$ cat src/rtl/bp_cfg_loader_pkg.sv
`default_nettype none
// -------------------------------------------------------------------------
// bp_cfg_loader_pkg: shared types for the config loader.          Rev 1.0
// -------------------------------------------------------------------------
package bp_cfg_loader_pkg;

   typedef struct packed {
      logic [31:0] cfg_core_width;
      logic [31:0] cfg_addr_width;
      logic [31:0] cfg_data_width;
   } bp_proc_param_s;

   localparam bp_proc_param_s BP_CFG_PROC_PARAM = '{
      cfg_core_width: 32'd8,
      cfg_addr_width: 32'd16,
      cfg_data_width: 32'd64
   };

   localparam int CFG_CORE_WIDTH = int'(BP_CFG_PROC_PARAM.cfg_core_width);
   localparam int CFG_ADDR_WIDTH = int'(BP_CFG_PROC_PARAM.cfg_addr_width);
   localparam int CFG_DATA_WIDTH = int'(BP_CFG_PROC_PARAM.cfg_data_width);

   typedef struct packed {
      logic [CFG_CORE_WIDTH-1:0] core;
      logic [CFG_ADDR_WIDTH-1:0] addr;
      logic [CFG_DATA_WIDTH-1:0] data;
   } bp_cfg_write_s;

   typedef struct packed {
      logic [CFG_ADDR_WIDTH-1:0] addr;
      logic [CFG_DATA_WIDTH-1:0] data;
   } bp_cfg_entry_s;

   typedef enum logic [2:0] {
      e_idle  = 3'd0,
      e_fetch = 3'd1,
      e_wait  = 3'd2,
      e_send  = 3'd3,
      e_done  = 3'd4
   } bp_cfg_state_e;

   // Index width for a bound of n, never narrower than one bit.
   function automatic int bp_cfg_idx_width(input int n);
      return (n > 1) ? $clog2(n) : 1;
   endfunction

endpackage
`default_nettype wire

$ cat src/rtl/bp_cfg_loader_counter.sv
`default_nettype none
// -------------------------------------------------------------------------
// bp_cfg_loader_counter: wrapping up-counter, 0..max_val_p-1.      Rev 1.0
// -------------------------------------------------------------------------
module bp_cfg_loader_counter
   import bp_cfg_loader_pkg::*;
#(
   parameter int max_val_p = 2
) (
   input  logic                                    clk_i,
   input  logic                                    reset_i,
   input  logic                                    clear_i,
   input  logic                                    en_i,
   output logic [bp_cfg_idx_width(max_val_p)-1:0]  count_o,
   output logic                                    last_o
);

   localparam int WIDTH = bp_cfg_idx_width(max_val_p);

   assign last_o = (count_o == WIDTH'(max_val_p - 1));

   always_ff @(posedge clk_i or posedge reset_i) begin
      if (reset_i) begin
         count_o <= '0;
      end else if (clear_i) begin
         count_o <= '0;
      end else if (en_i) begin
         count_o <= last_o ? '0 : count_o + WIDTH'(1);
      end
   end

endmodule
`default_nettype wire

$ cat src/rtl/bp_cfg_loader.sv
`default_nettype none
// -------------------------------------------------------------------------
// bp_cfg_loader: streams ROM config entries to every core.         Rev 1.0
// -------------------------------------------------------------------------
module bp_cfg_loader
   import bp_cfg_loader_pkg::*;
#(
   parameter int num_core_p       = 1,
   parameter int num_entries_p    = 16,
   parameter int cfg_core_width_p = CFG_CORE_WIDTH,
   parameter int cfg_addr_width_p = CFG_ADDR_WIDTH,
   parameter int cfg_data_width_p = CFG_DATA_WIDTH
) (
   input  logic                                          clk_i,
   input  logic                                          reset_i,
   input  logic                                          start_i,
   output logic                                          rom_v_o,
   output logic [bp_cfg_idx_width(num_entries_p)-1:0]    rom_idx_o,
   input  logic [cfg_addr_width_p+cfg_data_width_p-1:0]  rom_data_i,
   output logic                                          cfg_v_o,
   output logic [cfg_core_width_p-1:0]                   cfg_core_o,
   output logic [cfg_addr_width_p-1:0]                   cfg_addr_o,
   output logic [cfg_data_width_p-1:0]                   cfg_data_o,
   input  logic                                          cfg_ready_i,
   output logic                                          busy_o,
   output logic                                          done_o
);

   localparam int ENTRY_W = bp_cfg_idx_width(num_entries_p);
   localparam int CORE_W  = bp_cfg_idx_width(num_core_p);

   bp_cfg_state_e        state;
   bp_cfg_state_e        state_n;
   logic [ENTRY_W-1:0]   entry_cnt;
   logic [CORE_W-1:0]    core_cnt;
   logic                 entry_last;
   logic                 core_last;
   logic                 clear_cnt;
   logic                 handshake;
   logic                 done_r;
   bp_cfg_entry_s        send_buf;
   bp_cfg_write_s        cfg_pkt;

   assign handshake = (state == e_send) && cfg_ready_i;

   bp_cfg_loader_counter #(
      .max_val_p (num_entries_p)
   ) entry_counter (
      .clk_i   (clk_i),
      .reset_i (reset_i),
      .clear_i (clear_cnt),
      .en_i    (handshake),
      .count_o (entry_cnt),
      .last_o  (entry_last)
   );

   // The core index only advances when the entry index wraps.
   bp_cfg_loader_counter #(
      .max_val_p (num_core_p)
   ) core_counter (
      .clk_i   (clk_i),
      .reset_i (reset_i),
      .clear_i (clear_cnt),
      .en_i    (handshake && entry_last),
      .count_o (core_cnt),
      .last_o  (core_last)
   );

   always_ff @(posedge clk_i or posedge reset_i) begin
      if (reset_i) begin
         state <= e_idle;
      end else begin
         state <= state_n;
      end
   end

   always_comb begin
      state_n   = state;
      clear_cnt = 1'b0;
      case (state)
         e_idle: begin
            if (start_i) begin
               clear_cnt = 1'b1;
               state_n   = e_fetch;
            end
         end
         e_fetch: state_n = e_wait;
         e_wait:  state_n = e_send;
         e_send: begin
            if (handshake) begin
               state_n = (entry_last && core_last) ? e_done : e_fetch;
            end
         end
         e_done:  state_n = e_idle;
         default: state_n = e_idle;
      endcase
   end

   // ROM data arrives one cycle after the read strobe, i.e. during e_wait.
   always_ff @(posedge clk_i or posedge reset_i) begin
      if (reset_i) begin
         send_buf <= '0;
      end else if (state == e_wait) begin
         send_buf <= bp_cfg_entry_s'(rom_data_i);
      end
   end

   always_ff @(posedge clk_i or posedge reset_i) begin
      if (reset_i) begin
         done_r <= 1'b0;
      end else if (clear_cnt) begin
         done_r <= 1'b0;
      end else if (state_n == e_done) begin
         done_r <= 1'b1;
      end
   end

   assign cfg_pkt.core = CFG_CORE_WIDTH'(core_cnt);
   assign cfg_pkt.addr = send_buf.addr;
   assign cfg_pkt.data = send_buf.data;

   assign rom_v_o    = (state == e_fetch);
   assign rom_idx_o  = entry_cnt;
   assign cfg_v_o    = (state == e_send);
   assign cfg_core_o = cfg_pkt.core;
   assign cfg_addr_o = cfg_pkt.addr;
   assign cfg_data_o = cfg_pkt.data;
   assign busy_o     = (state == e_fetch) || (state == e_wait) || (state == e_send);
   assign done_o     = done_r;

endmodule
`default_nettype wire

$ cat config.mk
export PLATFORM = sky130hd
export DESIGN_NAME = bp_cfg_loader
export DESIGN_NICKNAME = d
export VERILOG_FILES = /design/src/rtl/bp_cfg_loader_pkg.sv /design/src/rtl/bp_cfg_loader_counter.sv /design/src/rtl/bp_cfg_loader.sv
export SDC_FILE = /design/constraint.sdc
export NUM_CORES = 1
export LEC_CHECK = 0
export BUFFER_PORTS_ARGS = -buffer_cell sky130_fd_sc_hd__buf_2
export CORE_ASPECT_RATIO = 1.4
export CORE_UTILIZATION = 50
export CTS_CLUSTER_SIZE = 25
export DETAILED_ROUTE_END_ITERATION = 7
export PLACE_DENSITY = 0.88
export SYNTH_ARGS = -nofsm -noshare
export SYNTH_HDL_FRONTEND = slang
export SYNTH_SLANG_ARGS = --single-unit
$ cat constraint.sdc
create_clock -name clk_i -period 5.9 [get_ports clk_i]
set_input_delay 0 -clock clk_i [delete_from_list [all_inputs] [get_ports clk_i]]
set_output_delay 0 -clock clk_i [all_outputs]
set_load 0.005 [all_outputs]
==> impl_summary.log, run 1 <==
INFO  metric run_status = finished with violations
INFO  metric violations = hold timing
INFO  metric num_antenna_cells = 0
INFO  metric nNetsFinal = 558
INFO  metric worst_skew_pair.late_latency = 0.35 ns
INFO  metric worstHoldPathType = in -> async
INFO  metric crit-reg2reg-launch = state[0]$_DFF_PP0_
INFO  metric fp.coreArea = 7407 sq um
INFO  metric fillerInstances = 450
INFO  metric synth_async_sr_flop_share = 100.0%
INFO  metric tightestPinTransition = 1.068 ns
INFO  metric critical_path_class = reg -> reg
INFO  metric detail_route.drc_violations = 0
INFO  metric max_freq = 486.2 MHz
INFO  metric detail_route.vias_per_cell = 4.833
INFO  metric grt_remaining_overflow = 0
INFO  metric drt_pre_antenna_iters = 4
INFO  metric synth-seq-area-share = 57.37%
INFO  metric grt_pass1_vias = 3052
INFO  metric rd_place_congestion = 0.7164
INFO  metric slew_headroom = 28.82%
INFO  metric wirelength = 10070 um
INFO  metric period_needed = 2.057 ns
INFO  metric timing.reg2reg.worst_path_depth = 3
INFO  metric htree_levels = 3
INFO  metric cp_max_fo = 58
INFO  metric worst_ir_drop_vdd = 0.5055 mV
INFO  metric setup_viol = 0
INFO  metric yosys_register_bits = 88
INFO  metric clock_sinks = 88
INFO  metric unrepaired_setup_endpoints_after_global_routing = no
INFO  metric drive_gt1_share = 57.32%
INFO  metric worst_ep_arrival_time = 2.29 ns
INFO  metric final_antenna_net_count = 0
INFO  metric die_h = 105.7 um
INFO  metric post_synth_top_cells = dfrtp_1 (88), mux2_4 (79), buf_12 (8), buf_4 (8), nand2_1 (8)
INFO  metric layout.core_utilization = 76.18%
INFO  metric clock-root-buffer = clkbuf_8
INFO  metric cts_inserted_buffers = 9
INFO  metric rows = 37
INFO  metric reg2reg_end = cfg_data_o[54]$_DFFE_PP0P_
INFO  metric detail_route.wl_per_cell = 17.51 um
INFO  metric worstSetupStartpointType = register
INFO  metric drt_iter0_markers = 161
INFO  metric global_route_wire_length_before_repair = 15880 um
INFO  metric setup.worst_path.end = cfg_data_o[54]$_DFFE_PP0P_
INFO  metric grt_antenna_before_repair = 0
INFO  metric finalCritPeriodShare = 34.86%
INFO  metric synthesis.area_per_instance = 17.53 sq um
INFO  metric p_leak = 2.897 nW
INFO  metric io-pin-count = 180
INFO  metric yosysUniqueCellTypes = 27
INFO  metric cts_buffer_depth = 2
INFO  metric synthToLayoutAreaGrowth = 47.00%
INFO  metric hpwlAfterDp = 5797 um
INFO  metric die_x = 76.05 um
INFO  metric setup_total_negative_slack = 0 ns
INFO  metric synth_enable_flop_cells = 0
INFO  metric worst_hold_slack = -0.01647 ns
INFO  metric port-buffer-count = 171
INFO  metric yosysTopAreaCell = dfrtp_1
INFO  metric timing.critical_path.from = state[0]$_DFF_PP0_
INFO  metric detailroute.via_count = 2779
INFO  metric die_area = 8037 sq um
INFO  metric clkTransAtPathRegs = 0.09 ns
INFO  metric starting_density_of_the_core = 51.82%
INFO  metric yosysWarningCount = 0
INFO  metric pwr_density_cell = 508.0 nW/um^2
INFO  metric grt_usage = 25.94%
INFO  metric regToRegSetupSlack = 3.84 ns
INFO  metric end_kind = register
INFO  metric final.setup_skew = 0.007742 ns
INFO  metric cts_resized = 0
INFO  metric synth.top_cells.by_area = dfrtp_1 (57%), mux2_4 (31%), buf_12 (4.2%), buf_4 (1.6%), nand2_1 (0.78%)
INFO  metric synth_area = 3839 sq um
INFO  metric drv_cap = 0
INFO  metric synth.most_common_cell = dfrtp_1
INFO  metric cts_tree = yes
INFO  metric synth_largest_type_area_fraction = 57.37%
INFO  metric final_max_slew_viol_count = 0
INFO  metric postSynth.topFlopCell = dfrtp_1
INFO  metric grt_max_degree = 89
INFO  metric timing.final.hold_violations = 28
INFO  metric synthCells = 219
INFO  metric critPathRequiredTime = 6.13 ns
## area by class of cell
type | count | area, sq um | area share (%)
Timing Repair Buffer | 255 | 1689 | 29.93
Multi-Input combinational cell | 117 | 1420 | 25.17
Clock buffer | 9 | 123.9 | 2.195
Tap cell | 97 | 121.4 | 2.151
Clock inverter | 7 | 77.57 | 1.375
Sequential cell | 88 | 2202 | 39.02
Inverter | 2 | 8.758 | 0.1552
## worst max-delay path: stages (launching register included)
cell and delay (ns):
dfrtp_1 0.47, nor3b_4 0.23, buf_4 0.81, mux2_4 0.36
## state kept, by name, indices dropped and copies added, names as in the netlist
| name | cells |
|---|---|
| done_o | 1 |
| state | 3 |
| entry_counter.count_o | 4 |
| cfg_data_o | 64 |
| cfg_addr_o | 16 |
## how the worst min path moves through the flow
stage	end	slack [ns]	cells after the start	startpoint
floorplan	cfg_addr_o[0]$_DFFE_PP0P_	0.15	1	rom_data_i[64]
global placement	cfg_addr_o[9]$_DFFE_PP0P_	0.23	2	rom_data_i[73]
detailed placement	cfg_data_o[27]$_DFFE_PP0P_	0.23	2	rom_data_i[27]
CTS	cfg_addr_o[3]$_DFFE_PP0P_	0.03	3	reset_i
global route	cfg_data_o[10]$_DFFE_PP0P_	0.08	3	reset_i
finish	cfg_data_o[12]$_DFFE_PP0P_	-0.02	3	reset_i
## per-stage QoR
stage | worst slack, ns | instance area [sq um] | std cells | total power, mW
after global placement | 3.939 | 4631 | 478 | 2.309
after CTS | 3.868 | 5643 | 575 | 2.854
after global routing | 3.778 | 5643 | 575 | 3.018
final | 3.843 | 5643 | 575 | 2.866
after floorplan | 3.621 | 3865 | 226 | 2.020
after detailed placement | 3.893 | 4631 | 478 | 2.376
## logic make-up (layout without fill, tap and decap cells)
| logic type | after synthesis | count (layout) | share of synthesized area, % |
|---|---|---|---|
| AOI/OAI and AO/OA | 5 | 5 | 0.8800 |
| DFF | 88 | 88 | 57.37 |
| other | 1 | 8 | 0.09769 |
| buffers and inverters | 21 | 273 | 6.486 |
| muxes | 81 | 81 | 31.45 |
| xor gates and xnor gates | 1 | 1 | 0.2282 |
| adders and majority gates | 1 | 1 | 0.3259 |
| and+or+nand+nor | 21 | 21 | 3.162 |
## timing repair
| action | 4_1_cts | 5_1_grt |
|---|---|---|
| hold buffers | 81 | 0 |
| endpoints found under the hold margin | 82 | 0 |
| setup buffers | 0 | 0 |
## layout by cell type (no fill, tap or decap)
cell and n:
buf_2 171, dfrtp_1 88, dlygate4sd3_1 81, mux2_4 79
clkbuf_8 9, nand2_1 8, conb_1 8, nor2_1 3
inv_6 3, buf_4 3, nand3_1 2, o22ai_1 2
clkinv_2 2, and4b_1 1, or4b_1 1, o21ai_0 1
mux2i_1 1, nor3b_4 1, nor3b_1 1, and3_2 1
nor3_1 1, and4_4 1, nand4_1 1, inv_1 1
a211o_1 1, xor2_1 1, o21a_1 1, mux2_2 1
ha_1 1, clkinv_4 1, bufinv_16 1, clkinvlp_4 1
## routing by layer
metal	vias up	global-route usage (%)	wire (um)	share of wire, %
li1	1250	-	-	-
met1	1384	28.74	3689	37
met2	121	47.73	5612	56
met3	24	4.675	404	4.0
met4	0	12.23	364	3.6
met5	-	0	0	0
## report_power, final
group / internal [mW] / switching [mW]
sequential: 0.909 / 0.206
combinational: 0.842 / 0.483
clock: 0.200 / 0.225
total: 1.95 / 0.915
Note: power is estimated with default switching activity, not from simulation.
==> run 2, diff against run 1 <==
Settings changed: CORE_UTILIZATION 50 to 47, PLACE_DENSITY 0.88 to 0.84.
Clock period 5.9 ns to 1.9 ns, I/O delays scaled along.
==> impl_summary.log, run 2 (synthesis results as in run 1) <==
INFO  metric timing.final.hold_violations = 0 (-100%)
INFO  metric timing.reg2reg.worst_path_depth = 3 (unchanged)
INFO  metric num_antenna_cells = 0 (unchanged)
INFO  metric end_kind = register
INFO  metric nNetsFinal = 561 (+0.54%)
INFO  metric drv_cap = 0 (unchanged)
INFO  metric period_needed = 1.665 ns (-0.3922 ns)
INFO  metric multiInputGateArea = 1420 sq um (unchanged)
INFO  metric fp.coreArea = 7845 sq um (+5.9%)
INFO  metric p_leak = 2.917 nW (+0.68%)
INFO  metric timing.hold.worst_path_depth = 3
INFO  metric clock-root-buffer = clkbuf_8
INFO  metric placed_area = 4702 sq um (+1.5%)
INFO  metric largest_reg_flops = 64 (unchanged)
INFO  metric htree_levels = 3 (unchanged)
INFO  metric min_to = done_o$_DFFE_PP0P_
INFO  metric pwr_density_cell = 1557 nW/um^2 (+210%)
INFO  metric unrepaired_setup_endpoints_after_global_routing = no
INFO  metric grt_usage = 24.12% (-1.8 points)
INFO  metric setup_viol = 0 (unchanged)
INFO  metric cts_buffer_depth = 2 (unchanged)
INFO  metric critical_path_class = reg -> reg
INFO  metric final_antenna_net_count = 0 (unchanged)
INFO  metric grt_antenna_before_repair = 0 (unchanged)
INFO  metric mostFrequentLayoutCells = buf_2 (171), dfrtp_1 (88), dlygate4sd3_1 (82), mux2_4 (79), clkbuf_8 (9)
INFO  metric rd_place_congestion = 0.7841 (+9.5%)
INFO  metric worst_ir_drop_vdd = 0.8367 mV (+66%)
INFO  metric global_route_wire_length_before_repair = 15130 um (-4.7%)
INFO  metric detail_route.vias_per_cell = 4.754 (-1.6%)
INFO  metric setup_total_negative_slack = 0 ns (unchanged)
INFO  metric cts_inserted_buffers = 9 (unchanged)
INFO  metric cts_tree = yes
INFO  metric detail_route.wl_per_cell = 17.19 um (-1.9%)
INFO  metric wirelength = 9987 um (-0.83%)
INFO  metric grt_pass1_vias = 3031 (-0.69%)
INFO  metric clock_sinks = 88 (unchanged)
INFO  metric max_freq = 600.7 MHz (+24%)
INFO  metric worst_hold_slack = 0.2137 ns (+0.2301 ns)
INFO  metric die_x = 78.38 um (+3.1%)
INFO  metric hpwlAfterDp = 5902 um (+1.8%)
INFO  metric grt_max_degree = 47 (-47%)
INFO  metric worst_ep_arrival_time = 1.89 ns (-0.40 ns)
INFO  metric cts_hold_buffers = 82 (+1.2%)
INFO  metric port-buffer-count = 171 (unchanged)
INFO  metric drt_iter0_markers = 131 (-19%)
INFO  metric starting_density_of_the_core = 48.93% (-2.9 points)
INFO  metric drive_gt1_share = 56.76% (-0.57 points)
INFO  metric detail_route.drc_violations = 0 (unchanged)
INFO  metric worstSetupStartpointType = register
INFO  metric regToRegSetupSlack = 0.24 ns (-3.61 ns)
INFO  metric die_area = 8538 sq um (+6.2%)
INFO  metric grt_remaining_overflow = 0 (unchanged)
INFO  metric fillerInstances = 489 (+8.7%)
INFO  metric tightestPinTransition = 0.5885 ns (-0.4791 ns)
INFO  metric finalCritPeriodShare = 87.61% (+53 points)
INFO  metric die_h = 108.9 um (+3.1%)
INFO  metric final_max_slew_viol_count = 0 (unchanged)
INFO  metric cts_resized = 0 (unchanged)
INFO  metric critPathRequiredTime = 2.13 ns (-4.00 ns)
INFO  metric layout.cell_area.non_filler = 5703 sq um (+1.1%)
INFO  metric layout.cells.most_common = buf_2
INFO  metric cp_max_fo = 29 (-50%)
INFO  metric drt_pre_antenna_iters = 4 (unchanged)
INFO  metric final.setup_skew = 0.006397 ns (-0.001345 ns)
INFO  metric slew_headroom = 60.68% (+32 points)
INFO  metric rows = 38 (+2.7%)
INFO  metric io-pin-count = 180 (unchanged)
INFO  metric timing.critical_path.from = state[0]$_DFF_PP0_
INFO  metric sequential_cell_area = 2202 sq um (unchanged)
INFO  metric post_cts.repair.setup_buffers = 0 (unchanged)
INFO  metric worst_skew_pair.late_latency = 0.35 ns (about the same)
INFO  metric clkTransAtPathRegs = 0.08 ns (about the same)
INFO  metric synthToLayoutAreaGrowth = 48.57%
INFO  metric worstHoldPathType = in -> reg
INFO  metric reg2reg_end = cfg_addr_o[14]$_DFFE_PP0P_
INFO  metric detailroute.via_count = 2762 (-0.61%)
INFO  metric run_status = completed
INFO  metric min_from = start_i
INFO  metric crit-reg2reg-launch = state[0]$_DFF_PP0_
[run 2: cell count changes in the layout (fill, tap and decap cells not counted), sizes merged]
cell / before / now
inv: 4 / 1
clkbuf: 9 / 12
buf: 174 / 176
dlygate4sd3: 81 / 82
[run 2: layout make-up]
class                      instances  area share (%)
sequential                        88           38.61
timing repair buffer             258           30.93
multi-input combinational        117           24.90
clock buffer                      12           2.369
tap                              100           2.194
clock inverter                     4          0.7898
inverter                           2          0.1975
[run 2: through the flow]
stage,utilization [%],total power [mW],setup WS [ns],instances
2_1_floorplan,-,6.275,0.5073,226
3_3_place_gp,59.94,7.280,0.2958,483
3_5_place_dp,59.94,7.459,0.2400,483
4_1_cts,72.70,8.846,0.2316,581
5_1_grt,72.70,9.377,0.1590,581
6_report,72.70,8.877,0.2353,581
[run 2: critical path, cell delays in order (launching register included)]
cell     delay, ns
dfrtp_1       0.46
nor3b_4       0.42
buf_12        0.29
mux2_2        0.36
[run 2: routing by layer]
layer / vias up / GRT usage [%] / share of wire, %
met2: 122 / 45.18 / 56
met3: 33 / 6.192 / 4.7
met5: - / 0 / 0
met1: 1353 / 24.23 / 35
met4: 0 / 12.83 / 4.0
li1: 1254 / - / -
[run 2: report_power, final]
part	leakage (nW)	total (mW)	switching, mW	internal (mW)
Combinational	1.78	4.23	1.55	2.68
Clock	0.0941	1.22	0.616	0.604
Sequential	1.04	3.43	0.600	2.83
[run 2: how the worst max path moves through the flow]
stage	endpoint	slack [ns]
2_1_floorplan	cfg_addr_o[0]$_DFFE_PP0P_	0.51
3_3_place_gp	cfg_addr_o[14]$_DFFE_PP0P_	0.30
6_report	cfg_addr_o[14]$_DFFE_PP0P_	0.24
4_1_cts	cfg_addr_o[14]$_DFFE_PP0P_	0.23
5_1_grt	cfg_addr_o[14]$_DFFE_PP0P_	0.16
3_5_place_dp	cfg_addr_o[14]$_DFFE_PP0P_	0.24
